==> config.mk <==
export PLATFORM = sky130hd
export DESIGN_NAME = key_addr_sched_flat
export DESIGN_NICKNAME = d
export VERILOG_FILES = /design/src/rtl/key_addr_sched_if.sv /design/src/rtl/key_addr_sched.sv /design/src/flat_wrapper.sv
export SDC_FILE = /design/constraint.sdc
export NUM_CORES = 1
export LEC_CHECK = 0
export BUFFER_PORTS_ARGS = -buffer_cell sky130_fd_sc_hd__buf_2
export CORE_AREA = 5 5 279 281
export CTS_BUF_LIST = sky130_fd_sc_hd__clkbuf_8 sky130_fd_sc_hd__clkbuf_16
export DETAILED_ROUTE_END_ITERATION = 10
export DIE_AREA = 0 0 284 286
export GPL_ROUTABILITY_DRIVEN = 0
export GPL_TIMING_DRIVEN = 0
export PLACE_DENSITY = 0.42
export SLEW_MARGIN = 20
export SYNTH_ARGS = -nofsm -noshare
export SYNTH_HDL_FRONTEND = slang
export SYNTH_SLANG_ARGS = --single-unit
==> constraint.sdc <==
create_clock -name clk -period 6.45 [get_ports clk]
set_clock_uncertainty 0.2 [all_clocks]
set_input_delay 1.29 -clock clk [delete_from_list [all_inputs] [get_ports clk]]
set_output_delay 1.29 -clock clk [all_outputs]
set_load 0.03 [all_outputs]
==> src/rtl/key_addr_sched_if.sv <==
// Requester, hash-unit and response signals of the key-address scheduler.
// The scheduler connects through the master modport; the environment through slave.
interface key_addr_sched_if #(
  parameter int unsigned NUM_REQ = 4,
  parameter int unsigned ID_W    = 2
);
  localparam int unsigned KEY_W  = 128;
  localparam int unsigned ADDR_W = 20;

  logic [NUM_REQ-1:0]       req_valid;
  logic [KEY_W*NUM_REQ-1:0] req_key;
  logic [NUM_REQ-1:0]       req_ready;

  logic                     hash_req;
  logic [KEY_W-1:0]         hash_key;
  logic [ADDR_W-1:0]        hash_addr;
  logic                     hash_addr_valid;

  logic                     rsp_valid;
  logic                     rsp_ready;
  logic [ID_W-1:0]          rsp_id;
  logic [ADDR_W-1:0]        rsp_addr;
  logic                     rsp_err;

  modport master (
    input  req_valid, req_key, hash_addr, hash_addr_valid, rsp_ready,
    output req_ready, hash_req, hash_key, rsp_valid, rsp_id, rsp_addr, rsp_err
  );

  modport slave (
    output req_valid, req_key, hash_addr, hash_addr_valid, rsp_ready,
    input  req_ready, hash_req, hash_key, rsp_valid, rsp_id, rsp_addr, rsp_err
  );
endinterface

==> src/rtl/key_addr_sched.sv <==
// Round-robin scheduler sharing one key-address hash unit between NUM_REQ requesters.
// One job in flight: grant a key, pulse the hash unit, wait for the address or time out, respond.
module key_addr_sched #(
  parameter int unsigned NUM_REQ = 4,
  parameter int unsigned ID_W    = 2,
  parameter int unsigned TIMEOUT = 16
) (
  input  logic              clk,
  input  logic              reset,
  key_addr_sched_if.master  bus,
  output logic              busy,
  output logic [15:0]       job_cnt
);
  localparam int unsigned KEY_W  = 128;
  localparam int unsigned ADDR_W = 20;
  localparam int unsigned JOB_W  = 16;
  localparam int unsigned CNT_W  = $clog2(TIMEOUT);
  localparam int unsigned RV_W   = 2 ** ID_W;

  typedef enum logic [1:0] {
    S_IDLE  = 2'd0,
    S_ISSUE = 2'd1,
    S_WAIT  = 2'd2,
    S_RESP  = 2'd3
  } state_e;

  state_e             state_q, state_d;
  logic [NUM_REQ-1:0] req_ready_q, req_ready_d;
  logic               hash_req_q, hash_req_d;
  logic [KEY_W-1:0]   hash_key_q, hash_key_d;
  logic               rsp_valid_q, rsp_valid_d;
  logic [ID_W-1:0]    rsp_id_q, rsp_id_d;
  logic [ADDR_W-1:0]  rsp_addr_q, rsp_addr_d;
  logic               rsp_err_q, rsp_err_d;
  logic               busy_q, busy_d;
  logic [JOB_W-1:0]   job_cnt_q, job_cnt_d;
  logic [ID_W-1:0]    rr_ptr_q, rr_ptr_d;
  logic [CNT_W-1:0]   tmo_cnt_q, tmo_cnt_d;

  logic [RV_W-1:0]    req_valid_ext;
  logic [KEY_W-1:0]   key_arr [RV_W];
  logic               gnt_vld_c;
  logic [ID_W-1:0]    gnt_idx_c;
  logic [ID_W-1:0]    gnt_cand_c;
  logic [RV_W-1:0]    gnt_oh_c;
  logic               tmo_hit_c;
  logic               rsp_hs_c;

  // Pad requests/keys to a power-of-two table so an ID_W-bit index is always in range.
  assign req_valid_ext = RV_W'(bus.req_valid);

  for (genvar g = 0; g < RV_W; g++) begin : g_key
    if (g < NUM_REQ) begin : g_real
      assign key_arr[g] = bus.req_key[KEY_W*g +: KEY_W];
    end else begin : g_pad
      assign key_arr[g] = '0;
    end
  end

  // First requesting index at or above rr_ptr, wrapping modulo NUM_REQ.
  always_comb begin
    gnt_vld_c  = 1'b0;
    gnt_idx_c  = '0;
    gnt_cand_c = '0;
    for (int unsigned i = 0; i < NUM_REQ; i++) begin
      gnt_cand_c = ID_W'((32'(rr_ptr_q) + i) % NUM_REQ);
      if (!gnt_vld_c && req_valid_ext[gnt_cand_c]) begin
        gnt_vld_c = 1'b1;
        gnt_idx_c = gnt_cand_c;
      end
    end
  end

  always_comb begin
    gnt_oh_c            = '0;
    gnt_oh_c[gnt_idx_c] = 1'b1;
  end

  // The valid strobe takes priority over the final timeout cycle.
  assign tmo_hit_c = (tmo_cnt_q == CNT_W'(TIMEOUT - 2));
  assign rsp_hs_c  = rsp_valid_q & bus.rsp_ready;

  always_ff @(posedge clk or negedge reset) begin
    if (!reset) state_q <= S_IDLE;
    else        state_q <= state_d;
  end

  always_comb begin
    state_d = state_q;
    unique case (state_q)
      S_IDLE:  if (gnt_vld_c) state_d = S_ISSUE;
      S_ISSUE: state_d = S_WAIT;
      S_WAIT:  if (bus.hash_addr_valid || tmo_hit_c) state_d = S_RESP;
      S_RESP:  if (rsp_hs_c) state_d = S_IDLE;
      default: state_d = S_IDLE;
    endcase
  end

  always_comb begin
    req_ready_d = '0;
    hash_req_d  = 1'b0;
    hash_key_d  = hash_key_q;
    rsp_valid_d = rsp_valid_q;
    rsp_id_d    = rsp_id_q;
    rsp_addr_d  = rsp_addr_q;
    rsp_err_d   = rsp_err_q;
    job_cnt_d   = job_cnt_q;
    rr_ptr_d    = rr_ptr_q;
    tmo_cnt_d   = tmo_cnt_q;
    busy_d      = (state_d != S_IDLE);
    unique case (state_q)
      S_IDLE: begin
        if (gnt_vld_c) begin
          req_ready_d = gnt_oh_c[NUM_REQ-1:0];
          hash_req_d  = 1'b1;
          hash_key_d  = key_arr[gnt_idx_c];
          rsp_id_d    = gnt_idx_c;
          rr_ptr_d    = ID_W'((32'(gnt_idx_c) + 32'd1) % NUM_REQ);
        end
      end
      S_ISSUE: tmo_cnt_d = '0;
      S_WAIT: begin
        if (bus.hash_addr_valid) begin
          rsp_addr_d  = bus.hash_addr;
          rsp_err_d   = 1'b0;
          rsp_valid_d = 1'b1;
        end else if (tmo_hit_c) begin
          rsp_addr_d  = '0;
          rsp_err_d   = 1'b1;
          rsp_valid_d = 1'b1;
        end else begin
          tmo_cnt_d = tmo_cnt_q + CNT_W'(1);
        end
      end
      S_RESP: begin
        if (rsp_hs_c) begin
          rsp_valid_d = 1'b0;
          job_cnt_d   = job_cnt_q + JOB_W'(1);
        end
      end
      default: ;
    endcase
  end

  always_ff @(posedge clk or negedge reset) begin
    if (!reset) begin
      req_ready_q <= '0;
      hash_req_q  <= 1'b0;
      hash_key_q  <= '0;
      rsp_valid_q <= 1'b0;
      rsp_id_q    <= '0;
      rsp_addr_q  <= '0;
      rsp_err_q   <= 1'b0;
      busy_q      <= 1'b0;
      job_cnt_q   <= '0;
      rr_ptr_q    <= '0;
      tmo_cnt_q   <= '0;
    end else begin
      req_ready_q <= req_ready_d;
      hash_req_q  <= hash_req_d;
      hash_key_q  <= hash_key_d;
      rsp_valid_q <= rsp_valid_d;
      rsp_id_q    <= rsp_id_d;
      rsp_addr_q  <= rsp_addr_d;
      rsp_err_q   <= rsp_err_d;
      busy_q      <= busy_d;
      job_cnt_q   <= job_cnt_d;
      rr_ptr_q    <= rr_ptr_d;
      tmo_cnt_q   <= tmo_cnt_d;
    end
  end

  assign bus.req_ready = req_ready_q;
  assign bus.hash_req  = hash_req_q;
  assign bus.hash_key  = hash_key_q;
  assign bus.rsp_valid = rsp_valid_q;
  assign bus.rsp_id    = rsp_id_q;
  assign bus.rsp_addr  = rsp_addr_q;
  assign bus.rsp_err   = rsp_err_q;
  assign busy          = busy_q;
  assign job_cnt       = job_cnt_q;
endmodule

==> src/flat_wrapper.sv <==
// flat-port wrapper written by rule: the top's interface ports become plain ports
module key_addr_sched_flat 
#(
  parameter int unsigned NUM_REQ = 4,
  parameter int unsigned ID_W    = 2,
  parameter int unsigned TIMEOUT = 16
)
  (clk, reset, busy, job_cnt, bus_req_valid, bus_req_key, bus_hash_addr, bus_hash_addr_valid, bus_rsp_ready, bus_req_ready, bus_hash_req, bus_hash_key, bus_rsp_valid, bus_rsp_id, bus_rsp_addr, bus_rsp_err);
  key_addr_sched_if #(.NUM_REQ(NUM_REQ), .ID_W(ID_W)) bus_i ();
  input  logic clk;
  input  logic reset;
  output logic busy;
  output logic [15:0] job_cnt;
  input wire logic [$bits(bus_i.req_valid)-1:0] bus_req_valid;
  input wire logic [$bits(bus_i.req_key)-1:0] bus_req_key;
  input wire logic [$bits(bus_i.hash_addr)-1:0] bus_hash_addr;
  input wire logic [$bits(bus_i.hash_addr_valid)-1:0] bus_hash_addr_valid;
  input wire logic [$bits(bus_i.rsp_ready)-1:0] bus_rsp_ready;
  output wire logic [$bits(bus_i.req_ready)-1:0] bus_req_ready;
  output wire logic [$bits(bus_i.hash_req)-1:0] bus_hash_req;
  output wire logic [$bits(bus_i.hash_key)-1:0] bus_hash_key;
  output wire logic [$bits(bus_i.rsp_valid)-1:0] bus_rsp_valid;
  output wire logic [$bits(bus_i.rsp_id)-1:0] bus_rsp_id;
  output wire logic [$bits(bus_i.rsp_addr)-1:0] bus_rsp_addr;
  output wire logic [$bits(bus_i.rsp_err)-1:0] bus_rsp_err;
  assign bus_i.req_valid = bus_req_valid;
  assign bus_i.req_key = bus_req_key;
  assign bus_i.hash_addr = bus_hash_addr;
  assign bus_i.hash_addr_valid = bus_hash_addr_valid;
  assign bus_i.rsp_ready = bus_rsp_ready;
  assign bus_req_ready = bus_i.req_ready;
  assign bus_hash_req = bus_i.hash_req;
  assign bus_hash_key = bus_i.hash_key;
  assign bus_rsp_valid = bus_i.rsp_valid;
  assign bus_rsp_id = bus_i.rsp_id;
  assign bus_rsp_addr = bus_i.rsp_addr;
  assign bus_rsp_err = bus_i.rsp_err;
  key_addr_sched #(.NUM_REQ(NUM_REQ), .ID_W(ID_W), .TIMEOUT(TIMEOUT)) u_core (.clk(clk), .reset(reset), .bus(bus_i), .busy(busy), .job_cnt(job_cnt));
endmodule
# Yosys cells after proc, flatten, opt, wreduce, memory -nomap -nowiden

Index checks and enable logic that the tools add are counted.

Register bits after elaboration: 182
Latch bits: 0
Memory bits (writable): 0
Bits in read-only memories: 0
Output and inout port bits: 174
Word-level logic and storage cells: 92
Memories: 0

$add $sub $neg: 6
$mul: 0
Div/mod/pow operators: 0
$lt $le $gt $ge: 7
Equal/unequal tests: 8
Shifts and indexed selects: 0
Mux-type cells: 39
Bitwise operators: 2
Reduce and logical (&&, ||, !) cells: 18

Operator list:

| operator                                                   | count |
|---|---|
| binary-select mux 128 bit (select 2 bit)                   | 1 |
| 2-to-1 mux 128 bit                                         | 2 |
| 2-to-1 mux 20 bit                                          | 2 |
| adder 16 x 1 -> 16 bit, second input constant              | 1 |
| 2-to-1 mux 4 bit                                           | 4 |
| less-than comparator 2 x 3 -> 1 bit, second input constant | 5 |
| 2-to-1 mux 1 bit                                           | 15 |
| 2-to-1 mux 2 bit                                           | 7 |
| binary-select mux 1 bit (select 2 bit)                     | 4 |
| case mux 2 bit (4 select lines)                            | 1 |
| case mux 4 bit (2 select lines)                            | 1 |
| nonzero test 2 bit                                         | 4 |
| AND reduction 2 bit                                        | 3 |
| AND reduction 3 bit                                        | 2 |
| adder 2 x 1 -> 2 bit, second input constant                | 2 |
| adder 2 bit, second input constant                         | 2 |
| adder 4 x 1 -> 4 bit, second input constant                | 1 |
| == test 2 bit, second input constant                       | 2 |
| == test 4 bit, second input constant                       | 1 |
| logical AND 1 bit                                          | 4 |
| inequality test 2 bit, second input constant               | 2 |
| greater-or-equal comparator 3 bit, second input constant   | 1 |
| logical NOT 1 bit                                          | 3 |
| inequality test 3 x 2 -> 1 bit, second input constant      | 1 |
| 9 further kinds                                            | 9 |

# Depth between registers and ports, before layout

Gate-level depths: netlist of the first run.

Word-level depth: 18
Mapped depth: 9
Depth with buffers taken out: 7

# Worst setup path before layout of the first run

Ideal clock, no wire load.

Kind: in2reg
Start: input bus_req_valid[2]
End: register u_core.hash_key_q[0] (netlist: u_core.bus.hash_key[0])
Data arrival time: 2.692 ns
Setup slack: 3.432 ns
Stages on the path: 8
Cell sequence: mux2i_1 -> or2_1 -> buf_2 -> nand3_2 -> buf_6 -> buf_6 -> mux2_4 -> a221o_1

Word-level cells in the longest chain between the ends: 16
Elaborated cells on any way between the ends: 27

Ends and longest elaborated chain:

| item                                                   | line                  | RTL |
|---|---|---|
| start: declaration                                     | flat_wrapper.sv:14    | `input wire logic [$bits(bus_i.req_valid)-1:0] bus_req_valid;` |
| binary-select mux 1 bit (select 2 bit)                 | key_addr_sched.sv:67  | `if (!gnt_vld_c && req_valid_ext[gnt_cand_c]) begin` |
| 2-to-1 mux 1 bit (implied by the code)                 | key_addr_sched.sv:67  |  |
| 2-to-1 mux 1 bit                                       | key_addr_sched.sv:67  |  |
| logical NOT 1 bit                                      | key_addr_sched.sv:67  |  |
| logical AND 1 bit                                      | key_addr_sched.sv:67  |  |
| 2-to-1 mux 1 bit                                       | key_addr_sched.sv:67  |  |
| logical NOT 1 bit                                      | key_addr_sched.sv:67  |  |
| logical AND 1 bit                                      | key_addr_sched.sv:67  |  |
| 2-to-1 mux 1 bit                                       | key_addr_sched.sv:67  |  |
| logical NOT 1 bit                                      | key_addr_sched.sv:67  |  |
| logical AND 1 bit                                      | key_addr_sched.sv:67  |  |
| 2-to-1 mux 2 bit                                       | key_addr_sched.sv:67  |  |
| NOT 2 -> 3 bit (implied by the code)                   | key_addr_sched.sv:116 | `hash_key_d = key_arr[gnt_idx_c];` |
| binary-select mux 128 bit (select 2 bit)               | key_addr_sched.sv:116 |  |
| 2-to-1 mux 128 bit (implied by the code) (2 in series) | key_addr_sched.sv:116 |  |
| end signal: assignment                                 | key_addr_sched.sv:161 | `hash_key_q <= hash_key_d;` |
| end: declaration                                       | key_addr_sched.sv:30  | `logic [KEY_W-1:0] hash_key_q, hash_key_d;` |

Parallel ways exist; a longest one is shown, timed or not. The select of a mux whose other input is x is not followed.
A chain may end at the register's enable or synchronous reset.

# Final worst setup path of the first run

Start: input bus_req_valid[0]
End: register u_core.hash_key_q[56] (netlist: u_core.bus.hash_key[56])

Same word-level chain as after synthesis.

==> results of run 1 <==
==> Yosys cell counts (7+ instances only) <==
library cell,n,area (um2)
dfrtp_1,182,4550
nand4_1,135,845
a21oi_1,132,661
a221o_1,128,1280
o31ai_1,128,961
clkbuf_1,109,409
mux2_4,87,1310
mux2_2,41,462
a22o_1,20,175
buf_2,20,100
nor2_1,17,63.8
nand2_1,16,60.1
buf_1,12,45.0
buf_6,10,113
xnor2_1,9,78.8
o21ai_0,7,35.0
xor2_1,7,61.3
==> logic make-up (layout without fill, tap and decap cells) <==
group	count (synthesis)	in the layout	synth area share (%)
compound gates	425	425	27.6
xor+xnor	16	16	1.21
fa+ha+maj	3	3	0.325
buf+inv	157	907	5.97
flops	182	182	39.4
mux	133	133	15.7
other cells	0	4	0
simple gates	192	192	9.69
==> power by group through the flow <==
stage,Clock [mW],Sequential [mW],Combinational [mW]
floorplan,0,2.74,1.71
global placement,0,1.92,3.98
detailed placement,0,1.91,4.03
CTS,1.24,1.90,4.04
global route,1.28,1.96,4.23
finish,1.18,1.91,4.00
==> registers in the layout, indices dropped and copies added, names as in the netlist, 2 cells and up <==
name	count
u_core.bus.req_ready	4
u_core.job_cnt	16
u_core.rr_ptr_q	2
u_core.bus.rsp_addr	20
u_core.bus.hash_key	128
u_core.bus.rsp_id	2
u_core.tmo_cnt_q	4
u_core.state_q	2
==> per-stage QoR <==
stage | instances | utilization (%) | area (um2)
5_1_grt | 2838 | 22.8 | 17200
4_1_cts | 2836 | 22.8 | 17100
6_report | 2840 | 22.8 | 17200
3_5_place_dp | 2804 | 21.9 | 16500
2_1_floorplan | 1108 | - | 11600
3_3_place_gp | 2799 | 21.7 | 16300
==> layer usage <==
metal / routed length, um / GRT usage, %
met1: 26900 / 18.6
met2: 33500 / 26.7
met3: 3940 / 3.31
met4: 1580 / 4.83
met5: 27 / 0
==> critical path, stage by stage <==
cell	delay [ns]
buf_2	0.13
nor4_1	0.25
nand2b_1	0.13
buf_2	0.15
inv_1	0.11
o21ai_2	0.08
buf_2	0.49
buf_1	0.49
a21oi_1	0.14
a221o_1	0.30
==> layout make-up <==
cell class	count	area, um2
flip-flops and latches	182	4550
fillers	8259	58000
plain buffers	151	676
multi-input cells	769	6310
clock inverters	15	220
inverters	6	22.5
clock buffers	17	425
repair buffers	718	3720
diodes	4	10.0
well taps	978	1220
==> worst max path at each step <==
stage | to | slack [ns]
after floorplan | u_core.bus.hash_key[0]$_DFFE_PN0P_ | 3.43
after global placement | u_core.bus.hash_key[2]$_DFFE_PN0P_ | 0.42
after detailed placement | u_core.bus.hash_key[65]$_DFFE_PN0P_ | 2.42
after CTS | u_core.bus.hash_key[65]$_DFFE_PN0P_ | 2.96
after global routing | u_core.bus.hash_key[65]$_DFFE_PN0P_ | 2.87
final | u_core.bus.hash_key[56]$_DFFE_PN0P_ | 3.03
==> results.md, run 1 <==
- Status: completed
- Buffer levels on the longest clock path: 2
- Initial antenna violation count: 6
- Setup TNS: 0 ns
- Critical path startpoint: bus_req_valid[0]
- Synth Net Count: 1651
- Worst hold slack: 0.283 ns
- Synth cell types: 39
- Final worst slack: 3.03 ns
- Routed wire length per instance: 23.2 um
- Min-delay worst type: reg2reg
- Worst hold path endpoint: u_core.job_cnt[15]$_DFFE_PN0P_
- Switching Fraction: 48.5%
- CTS tree: yes
- Syn_area_per_cell: 10.4 um2
- Clk network pwr share: 16.6%
- Fraction of layout instances using a drive strength above 1: 49.5%
- Number of port buffers: 713
- Chip width: 284 um
- Max Cap Viol: 0
- Mapped Cells: 1108
- Post-route ant nets: 0
- Sequential share of power: 26.9%
- Ys async rst share: 100%
- Via count: 13100
- Post-cts resize count: 0
- Clock-pin slew on the worst setup and hold paths: 0.08 ns
- CP Class: in2reg
- Leading cell type in the layout, fill and taps excluded: buf_2
- Tot Pwr: 7.08 mW
- Post-CTS Setup Bufs: 0
- Die Y-Extent: 286 um
- First-pass GRT wire length: 92700 um
- Critical Path AT: 3.58 ns
- Largest fanout on the critical path: 10
- Worst EP required: 6.61 ns
- Pwr Density: 413 nW/um2
- Cts hold-fix bufs: 0
- CP Launch Type: primary input
- Slew @ Worst Pin: 0.910 ns
- RSZ-0062 raised after global routing: false
- Clock sinks: 182
- Area grow syn2layout: 48.5%
- WL final: 65900 um
- Internal power: 3.65 mW
- Total CTS buffers: 17
- Post-synth EDFFs: 0
- Pre-CTS setup slack: 2.42 ns
- FMAX: 292 MHz
- Pins Over Slew Limit: 0
- Critical R2R Capture: u_core.bus.hash_key[2]$_DFFE_PN0P_
- Grt total ovfl: 0
- Combinational share of power: 56.4%
- Commonest cells after routing, fill and taps aside: buf_2, dfrtp_1, nand4_1
- DR vias/cell: 4.63
- Core Box Area: 75200 um2
- Detailed placer's ending HPWL: 53000 um
- Flop2flop setup slack: 3.55 ns
- Core Rows: 101
- Synth Warn #: 0
- Minimum clock period: 3.42 ns
- Fin. Hold Viols: 0
- First-pass DRT Iterations: 5
- Reg2Reg Depth: 8
- CP Capture Type: flop
- H-tree depth: 4
- Relative slew slack: 39.3%
- Worst hold stages: 1
- Final setup viols: 0
- Die ar.: 81200 um2
- Starting Density: 15.4%
- Register area share after synthesis: 39.4%
- GR Util All Layers: 15.2%
- Clk root buf: clkbuf_16
- Most used flip-flop cell after synthesis: dfrtp_1
- Largest net degree at the start of global routing: 84
- HP Start: u_core.job_cnt[15]$_DFFE_PN0P_
- I/O pin cnt: 714
- Worst r2r src: u_core.rr_ptr_q[1]$_DFFE_PN0P_
- Final period util: 53.1%
- Vias in the first global route: 13800
- DRC: 0
- Starting DRT DRC Count: 815
- Layout net count: 2388
- Leakage dissipation: 8.43 nW
- Flops & latches, synth: 182
- Worst-Skew Late Latency: 0.49 ns
- Net switching power: 3.43 mW
- Post-Syn Area: 11600 um2
- VDD IR-drop max: 0.000204 V
Note: power is estimated with default switching activity, not from simulation.
==> run 2, diff against run 1 <==
--- a/config.mk
+++ b/config.mk
@@ -6,13 +6,13 @@
 export NUM_CORES = 1
 export LEC_CHECK = 0
 export BUFFER_PORTS_ARGS = -buffer_cell sky130_fd_sc_hd__buf_2
-export CORE_AREA = 5 5 279 281
+export CORE_AREA = 5 5 271 273
 export CTS_BUF_LIST = sky130_fd_sc_hd__clkbuf_8 sky130_fd_sc_hd__clkbuf_16
 export DETAILED_ROUTE_END_ITERATION = 10
-export DIE_AREA = 0 0 284 286
+export DIE_AREA = 0 0 276 278
 export GPL_ROUTABILITY_DRIVEN = 0
 export GPL_TIMING_DRIVEN = 0
-export PLACE_DENSITY = 0.42
+export PLACE_DENSITY = 0.45
 export SLEW_MARGIN = 20
 export SYNTH_ARGS = -nofsm -noshare
 export SYNTH_HDL_FRONTEND = slang
==> constraint.sdc (replaced) <==
create_clock -name clk -period 2.85 [get_ports clk]
set_clock_uncertainty 0.2 [all_clocks]
set_input_delay 0.57 -clock clk [delete_from_list [all_inputs] [get_ports clk]]
set_output_delay 0.57 -clock clk [all_outputs]
set_load 0.03 [all_outputs]
==> results.md, run 2 (synthesis results as in run 1) <==
- Pwr Density: 925 nW/um2 (+120%)
- Total CTS buffers: 17 (unchanged)
- Core Rows: 98 (-3.0%)
- Metal-1 WL: 26000 um (-3.4%)
- Starting Density: 16.3% (+0.94 points)
- Slew @ Worst Pin: 0.813 ns (-0.0970 ns)
- Detailed placer's ending HPWL: 52200 um (-1.6%)
- Clock sinks: 182 (unchanged)
- Die ar.: 76700 um2 (-5.5%)
- Clock-pin slew on the worst setup and hold paths: 0.08 ns (about the same)
- Status: completed
- Layout net count: 2392 (+0.17%)
- Initial antenna violation count: 7 (+1)
- Critical Path AT: 2.96 ns (-0.62 ns)
- Commonest cells after routing, fill and taps aside: buf_2, dfrtp_1, nand4_1
- Fraction of layout instances using a drive strength above 1: 49.6% (+0.055 points)
- Grt total ovfl: 0 (unchanged)
- CTS tree: yes
- Chip width: 276 um (-2.8%)
- Max Cap Viol: 0 (unchanged)
- Vias in the first global route: 14000 (+1.1%)
- DR vias/cell: 4.69 (+1.4%)
- Fin. Hold Viols: 0 (unchanged)
- Leading cell type in the layout, fill and taps excluded: buf_2
- Placed Instances: 2779 (-0.89%)
- Worst-Skew Late Latency: 0.49 ns (about the same)
- Largest register FFs: 128 (unchanged)
- First-pass DRT Iterations: 7 (+2)
- Final core utilization: 24.2% (+1.4 points)
- Top Layer Used: met5
- GR Util All Layers: 15.7% (+0.48 points)
- Final worst slack: 0.118 ns (-2.91 ns)
- Post-Layout Cell Count: 2817 (-0.81%)
- Leakage dissipation: 8.47 nW (+0.48%)
- Pins Over Slew Limit: 0 (unchanged)
- First-pass GRT wire length: 91700 um (-1.0%)
- Minimum clock period: 2.73 ns
- Footprint of the multi-input gates: 6310 um2 (unchanged)
- Routed wire length per instance: 22.8 um (-2.0%)
- Tot Pwr: 15.9 mW (+120%)
- Setup TNS: 0 ns (unchanged)
- DRC: 0 (unchanged)
- Starting DRT DRC Count: 727 (-11%)
- Area occupied by registers: 4550 um2 (unchanged)
- Area grow syn2layout: 48.7%
- Worst hold slack: 0.107 ns (-0.177 ns)
- Largest fanout on the critical path: 10 (unchanged)
- Post-CTS Setup Bufs: 0 (unchanged)
- Final setup viols: 0 (unchanged)
- Fillers: 7932 (-4.0%)
- Clk root buf: clkbuf_16
- VDD IR-drop max: 0.000442 V (+120%)
- FMAX: 366 MHz
- Pre-CTS setup slack: -0.459 ns (-2.88 ns)
- Die Y-Extent: 278 um (-2.8%)
- CP Capture Type: flop
- Area post-placement: 16500 um2 (+0.29%)
- Core Box Area: 70900 um2 (-5.7%)
- CP Launch Type: flop
- Buffer levels on the longest clock path: 2 (unchanged)
- H-tree depth: 4 (unchanged)
- Post-route ant nets: 0 (unchanged)
- Number of port buffers: 713 (unchanged)
- Worst EP required: 3.08 ns (-3.53 ns)
- Via count: 13200 (+0.59%)
- WL final: 64100 um (-2.8%)
- Final Cell Area: 17200 um2 (+0.10%)
- Routed wl met3: 4020 um (+2.2%)
- I/O pin cnt: 714 (unchanged)
- Final period util: 95.9%
- Largest net degree at the start of global routing: 72 (-14%)
- CP Class: reg2reg
- Relative slew slack: 45.8% (+6.5 points)
- Met2 wire len: 32600 um (-2.6%)
- RSZ-0062 raised after global routing: false
- Min-delay worst type: in2reg
run 2: cell type report:
| class | count | area share, % |
|---|---|---|
| repair buffers | 722 | 22.2 |
| diodes | 5 | 0.0728 |
| clock inverters | 13 | 0.830 |
| multi-input cells | 769 | 36.7 |
| clock buffers | 19 | 2.64 |
| flip-flops and latches | 182 | 26.5 |
| inverters | 6 | 0.131 |
| well taps | 950 | 6.92 |
| plain buffers | 151 | 3.98 |
run 2: power by group:
group | switching, mW | internal (mW) | total, mW
logic | 5.70 | 3.37 | 9.07
clock network | 1.23 | 1.28 | 2.51
registers | 0.676 | 3.63 | 4.31
total | 7.60 | 8.29 | 15.9
run 2: worst max-delay path, cell delays in order (launching register included):
cell      delay [ns]
dfrtp_1         0.44
nand2b_1        0.18
a21oi_1         0.31
buf_2           0.42
buf_16          0.19
clkbuf_1        0.38
o31ai_1         0.12
a21oi_1         0.27
a221o_1         0.15
run 2: path summary, 6_finish.rpt:
| kind | slack [ns] | end | depth (start not counted) | start |
|---|---|---|---|---|
| min in group asynchronous | 0.37 | u_core.bus.hash_key[66]$_DFFE_PN0P_ | 2 | reset |
| worst max-delay path | 0.12 | u_core.bus.hash_key[80]$_DFFE_PN0P_ | 8 | u_core.rr_ptr_q[1]$_DFFE_PN0P_ |
| max in group asynchronous | 1.32 | u_core.bus.hash_key[10]$_DFFE_PN0P_ | 3 | reset |
| worst max register to register | 0.12 | u_core.bus.hash_key[80]$_DFFE_PN0P_ | 8 | u_core.rr_ptr_q[1]$_DFFE_PN0P_ |
| worst min-delay path | 0.11 | u_core.bus.rsp_addr[2]$_DFFE_PN0P_ | 2 | bus_hash_addr[2] |
| worst min register to register | 0.27 | u_core.job_cnt[15]$_DFFE_PN0P_ | 1 | u_core.job_cnt[15]$_DFFE_PN0P_ |
run 2: repair_timing:
item                                   4_1_cts  5_1_grt
endpoints found under the hold margin       42        0
gates resized for setup                      1        6
setup endpoints to repair                    1       28
hold buffers                                 1        0
gates cloned                                 0        0
run 2: layer usage:
metal  GRT usage [%]  vias up
li1                -     5976
met1            18.8     6505
met2            28.0      638
met3            4.00       88
met4            4.30        6
met5               0        -
